### config.mk
export PLATFORM = sky130hd
export DESIGN_NAME = button_conditioner
export DESIGN_NICKNAME = d
export VERILOG_FILES = /design/src/rtl/button_cond_pkg.sv /design/src/rtl/button_channel.sv /design/src/rtl/button_conditioner.sv
export SDC_FILE = /design/constraint.sdc
export NUM_CORES = 1
export LEC_CHECK = 0
export CAP_MARGIN = 30
export CORE_MARGIN = 2
export CORE_UTILIZATION = 62
export DETAILED_ROUTE_END_ITERATION = 8
export PLACE_DENSITY = 0.83
export SYNTH_ARGS = -nofsm -noshare
export SYNTH_HDL_FRONTEND = slang
export SYNTH_SLANG_ARGS = --single-unit
export TNS_END_PERCENT = 100
### constraint.sdc
create_clock -name clock -period 5.3 [get_ports clock]
set_input_delay 1.06 -clock clock [delete_from_list [all_inputs] [get_ports clock]]
set_output_delay 1.06 -clock clock [all_outputs]
set_load 0.01 [all_outputs]
### src/rtl/button_cond_pkg.sv
// Shared constants and helpers for the push-button conditioner.
package button_cond_pkg;

  typedef enum logic {
    EDGE_RISE = 1'b0,
    EDGE_FALL = 1'b1
  } edge_sel_e;

  // 10 ms hold time at a 50 MHz clock
  localparam int DEBOUNCE_10MS_50MHZ = 500000;

  // Smallest width w (at least 1) with 2**w >= value
  function automatic int clog2(input int value);
    int w;
    w = 1;
    while ((1 << w) < value) w++;
    return w;
  endfunction

endpackage

### src/rtl/button_channel.sv
// One button channel: synchroniser, counter debounce, edge pulses and an
// ack-cleared sticky event flag.
module button_channel
  import button_cond_pkg::*;
#(
  parameter int SYNC_STAGES     = 2,
  parameter int DEBOUNCE_CYCLES = DEBOUNCE_10MS_50MHZ,
  parameter int CNT_W           = clog2(DEBOUNCE_CYCLES),
  parameter bit ACTIVE_LOW      = 1'b1
) (
  input  logic clock,
  input  logic reset,
  input  logic btn_raw,
  input  logic edge_sel,
  input  logic ack,
  output logic level,
  output logic rise_pulse,
  output logic fall_pulse,
  output logic event_flag
);

  logic [SYNC_STAGES-1:0] sync;
  logic [CNT_W-1:0]       cnt;
  logic s, differ, accept, rise_next, fall_next, sel_edge;

  assign s         = sync[SYNC_STAGES-1] ^ ACTIVE_LOW;
  assign differ    = (s != level);
  assign accept    = differ && (cnt == CNT_W'(DEBOUNCE_CYCLES - 1));
  assign rise_next = accept & s;
  assign fall_next = accept & ~s;
  assign sel_edge  = (edge_sel == EDGE_FALL) ? fall_next : rise_next;

  // Sync flops reset to the released pin value so reset release is not seen as a press
  always_ff @(posedge clock or posedge reset) begin
    if (reset) begin
      sync       <= {SYNC_STAGES{ACTIVE_LOW}};
      cnt        <= '0;
      level      <= 1'b0;
      rise_pulse <= 1'b0;
      fall_pulse <= 1'b0;
      event_flag <= 1'b0;
    end else begin
      sync <= {sync[SYNC_STAGES-2:0], btn_raw};
      if (accept) begin
        level <= s;
        cnt   <= '0;
      end else if (differ) begin
        cnt <= cnt + CNT_W'(1);
      end else begin
        cnt <= '0;
      end
      rise_pulse <= rise_next;
      fall_pulse <= fall_next;
      // a new edge outranks an ack on the same cycle
      event_flag <= sel_edge | (event_flag & ~ack);
    end
  end

endmodule

### src/rtl/button_conditioner.sv
// Multi-channel push-button conditioner; one button_channel per pin plus
// a combined event indication.
module button_conditioner
  import button_cond_pkg::*;
#(
  parameter int N_CH            = 2,
  parameter int SYNC_STAGES     = 2,
  parameter int DEBOUNCE_CYCLES = DEBOUNCE_10MS_50MHZ,
  parameter int CNT_W           = clog2(DEBOUNCE_CYCLES),
  parameter bit ACTIVE_LOW      = 1'b1
) (
  input  logic            clock,
  input  logic            reset,
  input  logic [N_CH-1:0] btn_raw,
  input  logic [N_CH-1:0] edge_sel,
  input  logic [N_CH-1:0] ack,
  output logic [N_CH-1:0] level,
  output logic [N_CH-1:0] rise_pulse,
  output logic [N_CH-1:0] fall_pulse,
  output logic [N_CH-1:0] event_flag,
  output logic            any_event
);

  if (SYNC_STAGES < 2) begin : g_bad_sync
    $error("SYNC_STAGES must be at least 2");
  end
  if (DEBOUNCE_CYCLES < 1) begin : g_bad_deb
    $error("DEBOUNCE_CYCLES must be at least 1");
  end
  if ((1 << CNT_W) < DEBOUNCE_CYCLES) begin : g_bad_cnt
    $error("CNT_W too narrow for DEBOUNCE_CYCLES");
  end

  for (genvar g = 0; g < N_CH; g++) begin : g_ch
    button_channel #(
      .SYNC_STAGES    (SYNC_STAGES),
      .DEBOUNCE_CYCLES(DEBOUNCE_CYCLES),
      .CNT_W          (CNT_W),
      .ACTIVE_LOW     (ACTIVE_LOW)
    ) u_ch (
      .clock     (clock),
      .reset     (reset),
      .btn_raw   (btn_raw[g]),
      .edge_sel  (edge_sel[g]),
      .ack       (ack[g]),
      .level     (level[g]),
      .rise_pulse(rise_pulse[g]),
      .fall_pulse(fall_pulse[g]),
      .event_flag(event_flag[g])
    );
  end

  // flags are already registered, so the OR adds no latency
  assign any_event = |event_flag;

endmodule

**Word level (Yosys, flattened, before mapping)**

Cells that the tools add are included.

- Flip-flop bits (word level): 50
- Bits of input ports: 8

- $add $sub $neg: 2
- Equal/unequal tests: 4
- Bitwise gates (word level): 12
- Reductions and logical operators: 3
- Multiplexer cells: 6

Operator list:

| operator | number |
|---|---|
| $mux W19 | 4 |
| $add A19 B1 Y19 const B | 2 |
| $eq A19 B19 Y1 const B | 2 |
| $and A1 B1 Y1 | 6 |
| $not A1 Y1 | 4 |
| $logic_and A1 B1 Y1 | 2 |
| $mux W1 | 2 |
| $ne A1 B1 Y1 | 2 |
| $or A1 B1 Y1 | 2 |
| $reduce_or A2 Y1 | 1 |

**Depth between registers and ports, before layout**

- Depth after elaboration: 6
- Mapped depth: 7

**Cells and area by module**

A second synthesis with hierarchy kept.

- Cell total of the unflattened synthesis: 239
- Area, all modules: 2493.6 um^2

Modules (own cells, without submodules):

| module | instances | cells each | sequential area each (um^2) | area an instance (um^2) |
|---|---|---|---|---|
| button_channel | 2 | 119 | 628.1 | 1243.7 |
| button_conditioner | 1 | 1 | 0.0 | 6.3 |

**Least setup slack after synthesis**

No wires, ideal clock.

- Kind: register -> register
- From: register g_ch[1].u_ch.cnt[0]
- To: register g_ch[1].u_ch.cnt[10]
- Required time: 5.179 ns
- Setup time: 0.121 ns
- Stages on the path, launching flop included: 8
- Data arrival time: 1.660 ns
- Path slack: 3.518 ns
- Path through: dfrtp_1 -> ha_1 -> and4_1 -> clkbuf_2 -> nand4_1 -> o21ai_2 -> buf_2 -> nor2_1

- Longest elaborated chain between the ends: 3

RTL lines:

| what | RTL line | RTL |
|---|---|---|
| start: declaration | button_channel.sv:23 | `logic [CNT_W-1:0] cnt;` |
| start signal: assignment | button_channel.sv:48 | `cnt <= cnt + CNT_W'(1);` |
| $add A19 B1 Y19 / $eq A19 B19 Y1 (equally long branches) | button_channel.sv:48, button_channel.sv:28 |  |
| $mux W19 / $logic_and A1 B1 Y1 (equally long branches) | button_channel.sv:47, button_channel.sv:28 |  |
| $mux W19 (*) | button_channel.sv:44 | `if (accept) begin` |

Every way passes the cells marked *; elsewhere a longest branch is shown, timed or not.
A chain may end at the register's enable or synchronous reset.

**Worst setup path in the final report**

- From: register g_ch[1].u_ch.level
- To: output port level[1]

RTL lines:

| what | RTL line | RTL |
|---|---|---|
| start: declaration | button_channel.sv:16 | `output logic level,` |
| start signal: assignment | button_channel.sv:45 | `level <= s;` |
| end: declaration | button_conditioner.sv:17 | `output logic [N_CH-1:0] level,` |

No word-level cell between the ends.

==> flow_summary.ini <==
[power_and_ir_drop]
p_total_uw = 638.8
peakVddDrop_v = 0.0001782
powerDensity_nw_per_um2 = 236.6
p_leak_uw = 0.001078

[drt]
wl_um = 4459
drtAntennaViolNets = 0
drtIter0Drc = 172
vias = 1778
wl_per_cell_um = 14.72
route.detailed.drc = 0
drt_first_pass_iters = 4
vias_per_cell = 5.868

[placement]
gp_congestion = 0.8593
placed_cells = 296
io_buffers = 16
dpl.hpwl_um = 3044

[critical_path]
cp_max_fo = 7
crit_family = buffers and inverters
critPathLaunchType = register
path_buf_inv = 1
critPathKind = reg -> out
path_cells = clkdlybuf4s50_1
worstPathArrival_ns = 1.33
critical_path.endpoint_type = primary output
slowest_delay_ns = 0.58
cpMaxStageDelayCell = clkdlybuf4s50_1
worstPathRequired_ns = 4.24

[clock_tree]
path_clk_slew_ns = 0.08
root_buffer = clkbuf_8
cts.sinks = 50
cts_setup_buffers = 0
clock_latency_ns = 0.30
cts_tree = yes
hold_buffers = 0
htreeDepth = 2
numCtsBuffers = 5
clock_path_buffers = 2
cts_resized = 0

[floorplanning]
die_h_um = 67.20
ioPinCount = 17
rows = 22
die_w_um = 67.20
core_sq_um = 3744
start_util = 0.6614
die_area_sq_um = 4515

[grt]
grt_pass1_vias = 1713
grt_start_max_net_pins = 34
overflow = 0
antenna_found_initial = 0
grt_usage = 0.2291
grt_pass1_wl_um = 7852

[logic_synthesis]
synth_xor_area_frac = 0.1061
synthCells = 248
synth_top_area_cell = dfrtp_1
synthArstFlopShare = 1.000
muxShareOfSynthArea = 0.004548
yosysWarnings = 0
synthTopCellsByArea = dfrtp_1 (46%), xnor2_1 (6.0%), nor2_1 (5.8%)
ys_seq_area_frac = 0.5073
synth_top_area_share = 0.4649
synth_compound_area_frac = 0.04750
synthFlopType = dfrtp_1
synthAdderAreaFrac = 0.01011
synth-edff-count = 0
synth_cell_types = 37
synth_area_sq_um = 2476
synth-simple-area-share = 0.2678
synth_top_family_by_area = simple AND/OR/NAND/NOR gates
ys_seq_elements = 50
syn_avg_cell_area_sq_um = 9.984
syn-num-nets = 258

[cells_and_area]
layout_commonest_cell = dfrtp_1
insertedDiodeCount = 0
drive_gt1_frac = 0.08235
final_cell_mix = dfrtp_1 (46), nor2_1 (38), xnor2_1 (17), nand4_1 (16), clkdlybuf4s50_1 (16)
final_cells = 303
area_delta_synth_final_pct = 9.045
layout.nets = 265

[sta]
hold_slack_ns = 0.3633
rsz0062_at_grt = false
period_share = 0.4509
relSlewSlack = 0.3836
setup_tns_ns = 0
slew_violations = 0
min_period_ns = 2.390
hold_viol = 0
fmaxAchievable_mhz = 418.5
max_slew.worst_pin.slew_ns = 0.9161
finalSetupViolations = 0
finClkSkew_ns = 0.005246

[job]
maxCapViolations = 0

[run_status]
status = finished clean

[min_path]
hold_class = reg -> reg
## final timing paths
check / slack, ns / endpoint / start / cells past startpoint
worst max-delay path: 2.91 / level[1] / g_ch[1].u_ch.level / 1
worst min-delay path: 0.36 / g_ch[1].u_ch.sync[1] / g_ch[1].u_ch.sync[0] / 0
worst max register to register: 3.09 / g_ch[1].u_ch.cnt[9] / g_ch[1].u_ch.cnt[0] / 5
worst min register to register: 0.36 / g_ch[1].u_ch.sync[1] / g_ch[1].u_ch.sync[0] / 0
max in group asynchronous: 3.67 / g_ch[1].u_ch.sync[0] / reset / 3
min in group asynchronous: 1.06 / g_ch[0].u_ch.cnt[0] / reset / 2
## registers in the layout (all words and copies together) (netlist names)
name / count
g_ch.u_ch.event_flag: 2
g_ch.u_ch.cnt: 38
g_ch.u_ch.rise_pulse: 2
g_ch.u_ch.fall_pulse: 2
g_ch.u_ch.level: 2
g_ch.u_ch.sync: 4
## per-layer routing
layer | vias to the layer above | part of all wire | routed length [um] | track usage
met5 | - | 0 | 0 | 0
met3 | 6 | 0.048 | 214 | 0.05500
li1 | 870 | - | - | -
met1 | 839 | 0.49 | 2206 | 0.3356
met4 | 0 | 0.0058 | 26 | 0.05357
met2 | 63 | 0.45 | 2012 | 0.3478
## Yosys cell counts, types with 3 or more instances
cell type   n
or3_1       3
buf_4       8
nor4b_1     4
nand4_1    16
o21ai_0     5
buf_2       6
and4_1      5
and3_1      5
nor3_1      8
a21oi_1     6
nand2_1    12
dfstp_2     4
dfrtp_1    46
inv_1      10
xor2_1     13
nor4_1      5
xnor2_1    17
nor2_1     38
nand3_1    10
## layout make-up
cell class	count	area, sq um
flip-flops and latches	50	1256
inverters	10	37.54
well taps	48	60.06
multi-input cells	171	1080
clock buffers	7	86.33
fillers	286	1044
repair buffers	17	180.2
## where the power goes
part           switching (uW)  internal (uW)
combinational            16.7           11.0
sequential               5.22            388
clock                     115            104
total                     136            502
## logic make-up (layout without fill, tap and decap cells)
| logic type | count (synthesis) | after routing |
|---|---|---|
| DFF | 50 | 50 |
| xor gates and xnor gates | 30 | 30 |
| adders and majority gates | 2 | 2 |
| and+or+nand+nor | 119 | 119 |
| AOI/OAI and AO/OA | 19 | 19 |
| muxes | 1 | 1 |
| buffers and inverters | 27 | 34 |
## through the flow
step	util	instance area, sq um	setup WS [ns]
after global routing	0.7213	2700	2.831
final	0.7213	2700	2.910
after detailed placement	0.6982	2614	3.105
after floorplan	-	2476	3.045
after CTS	0.7213	2700	2.898
after global placement	0.6928	2594	2.997
## worst register-to-register path, stage by stage, from the launching register on
cell	delay (ns)
dfrtp_1	0.40
ha_1	0.23
and4_1	0.38
nand4_1	0.25
o21ai_2	0.67
nor2_1	0.14
Power figures use the tool's default switching activity.
==> variant 1 (same flow settings) <==
Register the output `event_flag`; this adds one clock of latency there. The other outputs are not delayed to match.
--- a/src/rtl/button_conditioner.sv
+++ b/src/rtl/button_conditioner.sv
@@ -22,2 +22,4 @@
 );
+
+  logic [N_CH-1:0] event_flag_d;
 
@@ -48,3 +50,3 @@
       .fall_pulse(fall_pulse[g]),
-      .event_flag(event_flag[g])
+      .event_flag(event_flag_d[g])
     );
@@ -53,3 +55,7 @@
   // flags are already registered, so the OR adds no latency
-  assign any_event = |event_flag;
+  assign any_event = |event_flag_d;
+
+  always_ff @(posedge clock) begin
+      event_flag <= event_flag_d;
+  end
 
Function: no difference found for any inputs over 10 cycles, from zero or initial values and one cycle with reset high; that may be too few to reach the edited logic, so the function may still have changed.
==> variant 1 against the original RTL <==
  * Area after synthesis rose by 1.0%
  * Setup slack got worse by 0.0084 ns
  * Sequential cell count rose by 2
  * Total power rose by 4.5%
  * Design area rose by 1.8%
  * Global-route usage fell by 0.36 points
  * Sequential power rose by 4%
  * Clock power rose by 6%
  * Wire length rose by 0.58%
  * Synthesized cell count did not move
  * Sequential share of layout area rose by 0.63 points
==> variant 1: results (changes against the original RTL) <==
Parameter                              Value

Outcome
  Run status    complete, no violations (unchanged)

Global route
  Met1 usage    32.1% (was 33.6%)
  Maximum number of pins on one net before global-route repair    39 (was 34)
  Total GRT Usage    22.6% (was 22.9%)
  Met2 layer usage reported by global route    35.0% (was 34.8%)

Yosys
  Cell types with the largest area share after synthesis    sky130_fd_sc_hd__dfrtp_1 46%, sky130_fd_sc_hd__xnor2_1 6.0%, sky130_fd_sc_hd__nor2_1 5.7% (was sky130_fd_sc_hd__dfrtp_1 46%, sky130_fd_sc_hd__xnor2_1 6.0%, sky130_fd_sc_hd__nor2_1 5.8%)
  Post-Syn Area per Cell    10.1 um2 (was 9.98 um2)
  Share of the yosys chip area belonging to registers    51.8% (was 50.7%)
  Share of async-settable or async-resettable flops after synthesis    96.2% (was 100%)
  Unique masters post-synth    38 (was 37)

Place
  Worst setup slack after placement    3.11 ns (about the same)
  Post-Place Cells    300 (was 296)
  Instance area after placement    2660 um2 (was 2610 um2)
  HPWL Detailed    3150 um (was 3040 um)

Detailed routing
  Detailed route wirelength on metal2    2150 um (was 2010 um)
  Wire length per cell after detailed routing    14.6 um (was 14.7 um)
  Wire length on met1    2120 um (was 2210 um)
  Vias after detailed routing    1787 (was 1778)

Power and ir drop
  Lkg Pwr    1.10 nW (was 1.08 nW)
  Internal Dissipation    0.518 mW (was 0.502 mW)

Layout
  Storage element area    1300 um2 (was 1260 um2)
  Clk_buf instances    6 (was 7)
  Final-layout clock-cell area share    3.37% (was 3.20%)

Clocking
  Number of clock sinks    52 (was 50)

Timing
  Setup Skew    0.00814 ns (was 0.00525 ns)
==> variant 1: cell types whose count changed after synthesis, sizes merged <==
cell	before	now
dfxtp	0	2
buf	14	12
==> variant 1: worst paths after layout <==
kind	slack [ns]	endpoint	from
worst max-delay path	2.90	level[1]	g_ch[1].u_ch.level$_DFFE_PP0N_
worst min-delay path	0.37	g_ch[0].u_ch.sync[1]$_DFF_PP1_	g_ch[0].u_ch.sync[0]$_DFF_PP1_
worst max register to register	3.09	g_ch[1].u_ch.cnt[10]$_DFF_PP0_	g_ch[1].u_ch.cnt[0]$_DFF_PP0_
worst min register to register	0.37	g_ch[0].u_ch.sync[1]$_DFF_PP1_	g_ch[0].u_ch.sync[0]$_DFF_PP1_
max in group asynchronous	3.75	g_ch[1].u_ch.sync[1]$_DFF_PP1_	reset
min in group asynchronous	1.01	g_ch[0].u_ch.fall_pulse$_DFF_PP0_	reset
==> variant 1: cells by family after synthesis <==
group	count (synthesis)	share of synthesized area (%)
AO/OA/AOI/OAI	19	4.70
XOR/XNOR	30	10.5
adder cells (fa/ha/maj)	2	1.00
buffers and inverters	25	5.00
flip-flops	52	51.8
multiplexers	1	0.450
AND/OR/NAND/NOR	119	26.5
==> variant 1: power by group through the flow <==
stage          Sequential, mW  Clock (mW)  Combinational [mW]
2_1_floorplan           0.415           0              0.0168
3_3_place_gp            0.415           0              0.0259
3_5_place_dp            0.416           0              0.0283
4_1_cts                 0.408       0.238              0.0284
5_1_grt                 0.409       0.251              0.0313
6_report                0.408       0.232              0.0276
==> variant 1: worst reg2reg max path: cells and delay by family, from the launching register on <==
kind                     cells  cell delay [ns]
AO/OA/AOI/OAI                1             0.65
adder cells (fa/ha/maj)      1             0.22
AND/OR/NAND/NOR              3             0.78
flip-flops                   1             0.40
==> variant 2 (same settings) <==
Without the edit above. `ACTIVE_LOW` is set to 1'b1 in 2 places; all go to 1'b0.
--- a/src/rtl/button_channel.sv
+++ b/src/rtl/button_channel.sv
@@ -8,3 +8,3 @@
   parameter int CNT_W           = clog2(DEBOUNCE_CYCLES),
-  parameter bit ACTIVE_LOW      = 1'b1
+  parameter bit ACTIVE_LOW      = 1'b0
 ) (
--- a/src/rtl/button_conditioner.sv
+++ b/src/rtl/button_conditioner.sv
@@ -9,3 +9,3 @@
   parameter int CNT_W           = clog2(DEBOUNCE_CYCLES),
-  parameter bit ACTIVE_LOW      = 1'b1
+  parameter bit ACTIVE_LOW      = 1'b0
 ) (
Behaviour: same outputs for any inputs over 10 cycles, from zero or initial values and one cycle with reset high; that may be too few to reach the edited logic, so the function may still have changed.
==> variant 2 against the original RTL <==
  * Setup slack worse by 0.11 ns
  * Total power down 2.2%
  * Register-to-register slack better by 0.13 ns
  * Sequential power about the same
  * Design area down 0.79%
  * Fmax down 4.3%
  * Final cell count down 1.7%
  * Sequential cell count unchanged
  * Wire length down 0.83%
  * Area after synthesis down 1.7%
  * Critical path type unchanged
  * Largest cell class unchanged
==> variant 2: results (changes against the original RTL) <==
Parameter                              Value

Outcome
  Run status    complete, no violations (unchanged)

Global route
  Global Route met3 Usage    5.24% (was 5.50%)
  Total GRT Usage    22.8% (was 22.9%)
  Met2 layer usage reported by global route    34.0% (was 34.8%)
  Initial antenna violation count    0 (unchanged)
  Met1 usage    32.0% (was 33.6%)
  Maximum number of pins on one net before global-route repair    41 (was 34)
  First-pass GRT wire length    7520 um (was 7850 um)

Place
  Post-Place Cells    291 (was 296)
  Final RePlAce weighted congestion    0.775 (was 0.859)
  Worst setup slack after placement    3.12 ns (was 3.11 ns)
  HPWL Detailed    3100 um (was 3040 um)

Detailed routing
  Vias after detailed routing    1716 (was 1778)
  Detailed route wirelength on metal2    1980 um (was 2010 um)
  Aggregate routed wire length    4420 um (was 4460 um)
  Wire length on met1    2140 um (was 2210 um)
  Met3 wirelength from detailed routing    217 um (was 214 um)

Power and ir drop
  Switching share of power    21.7% (was 21.4%)
  Largest vdd supply drop    0.000142 V (was 0.000178 V)

Setup path
  Maximum single-stage delay on the critical path    0.47 ns (was 0.58 ns)
  Data arrival, critical path    1.44 ns (was 1.33 ns)
  FF-to-FF setup slack    3.22 ns (was 3.09 ns)
  Crit path max fanout    3 (was 7)
  Worst-case reg-to-reg path depth    5 (unchanged)
  Worst r2r dst    g_ch[1].u_ch.cnt[18]$_DFF_PP0_ (was g_ch[1].u_ch.cnt[9]$_DFF_PP0_)

Yosys
  Post-Syn Area per Cell    10.3 um2 (was 9.98 um2)
  Complex-gate fraction of the synthesized area    3.65% (was 4.75%)
  Unique masters post-synth    41 (was 37)
  Syn. warnings    0 (unchanged)
  Number of nets in the synthesized netlist    247 (was 258)
  Cell types with the largest area share after synthesis    sky130_fd_sc_hd__dfrtp_1 51%, sky130_fd_sc_hd__xnor2_1 9.4%, sky130_fd_sc_hd__nor2_1 6.3% (was sky130_fd_sc_hd__dfrtp_1 46%, sky130_fd_sc_hd__xnor2_1 6.0%, sky130_fd_sc_hd__nor2_1 5.8%)
  Share of the yosys chip area belonging to registers    51.4% (was 50.7%)
  Xor-xnor portion of the synthesized cell area    12.2% (was 10.6%)
  Post-synth top cells    50 x sky130_fd_sc_hd__dfrtp_1, 41 x sky130_fd_sc_hd__nor2_1, 26 x sky130_fd_sc_hd__xnor2_1 (was 46 x sky130_fd_sc_hd__dfrtp_1, 38 x sky130_fd_sc_hd__nor2_1, 17 x sky130_fd_sc_hd__xnor2_1)
  Fraction of the mapped netlist area in adder cells    1.03% (was 1.01%)

Layout
  Final #Nets    260 (was 265)
  Non-filler instance count after layout    298 (was 303)
  Share of layout cells above drive strength 1    10.0% (was 8.24%)
  Final-layout fill cell count    262 (was 286)

Timing
  Worst Max-Slew Pin Slew    0.715 ns (was 0.916 ns)
  Setup Skew    0.00328 ns (was 0.00525 ns)

Clocking
  Clock-pin slew on the worst setup and hold paths    0.08 ns (about the same)
  Worst-case clock buffer depth    2 (unchanged)

Worst hold path
  End of the worst hold path    g_ch[0].u_ch.sync[1]$_DFF_PP0_ (was g_ch[1].u_ch.sync[1]$_DFF_PP1_)
## variant 2: worst max path at each step
stage	start	endpoint	slack, ns	depth (start not counted)
6_report	g_ch[1].u_ch.event_flag$_DFF_PP0_	any_event	2.80	2
5_1_grt	g_ch[1].u_ch.event_flag$_DFF_PP0_	any_event	2.76	2
4_1_cts	g_ch[1].u_ch.event_flag$_DFF_PP0_	any_event	2.79	2
3_5_place_dp	g_ch[1].u_ch.event_flag$_DFF_PP0_	any_event	3.12	2
3_3_place_gp	reset	g_ch[0].u_ch.cnt[12]$_DFF_PP0_	2.98	2
2_1_floorplan	reset	g_ch[0].u_ch.cnt[0]$_DFF_PP0_	3.04	1
## variant 2: through the flow
stage / hold slack (ns) / area [um2]
after floorplan: 0.331 / 2430
after global placement: 0.335 / 2570
after detailed placement: 0.339 / 2600
after CTS: 0.359 / 2680
after global routing: 0.372 / 2680
final: 0.358 / 2680
## variant 2: final cells by class
type	count	area (um2)	area share (%)
inverter	11	41.3	1.54
sequential	50	1250	46.7
timing repair buffer	18	188	7.01
tap	48	60.1	2.24
multi-input combinational	164	1060	39.7
clock buffer	7	76.3	2.85
## variant 2: power by group through the flow
stage	combinational [mW]	sequential (mW)	clock, mW
finish	0.0294	0.393	0.203
global placement	0.0269	0.400	0
CTS	0.0300	0.393	0.207
global route	0.0337	0.394	0.226
detailed placement	0.0295	0.400	0
floorplan	0.0185	0.398	0
## variant 2: worst reg2reg max path: cells and delay by family (launching register included)
| family | cells | cell delay, ns |
|---|---|---|
| and+or+nand+nor | 2 | 0.48 |
| DFF | 1 | 0.43 |
| AOI/OAI and AO/OA | 2 | 0.70 |
| adders and majority gates | 1 | 0.32 |
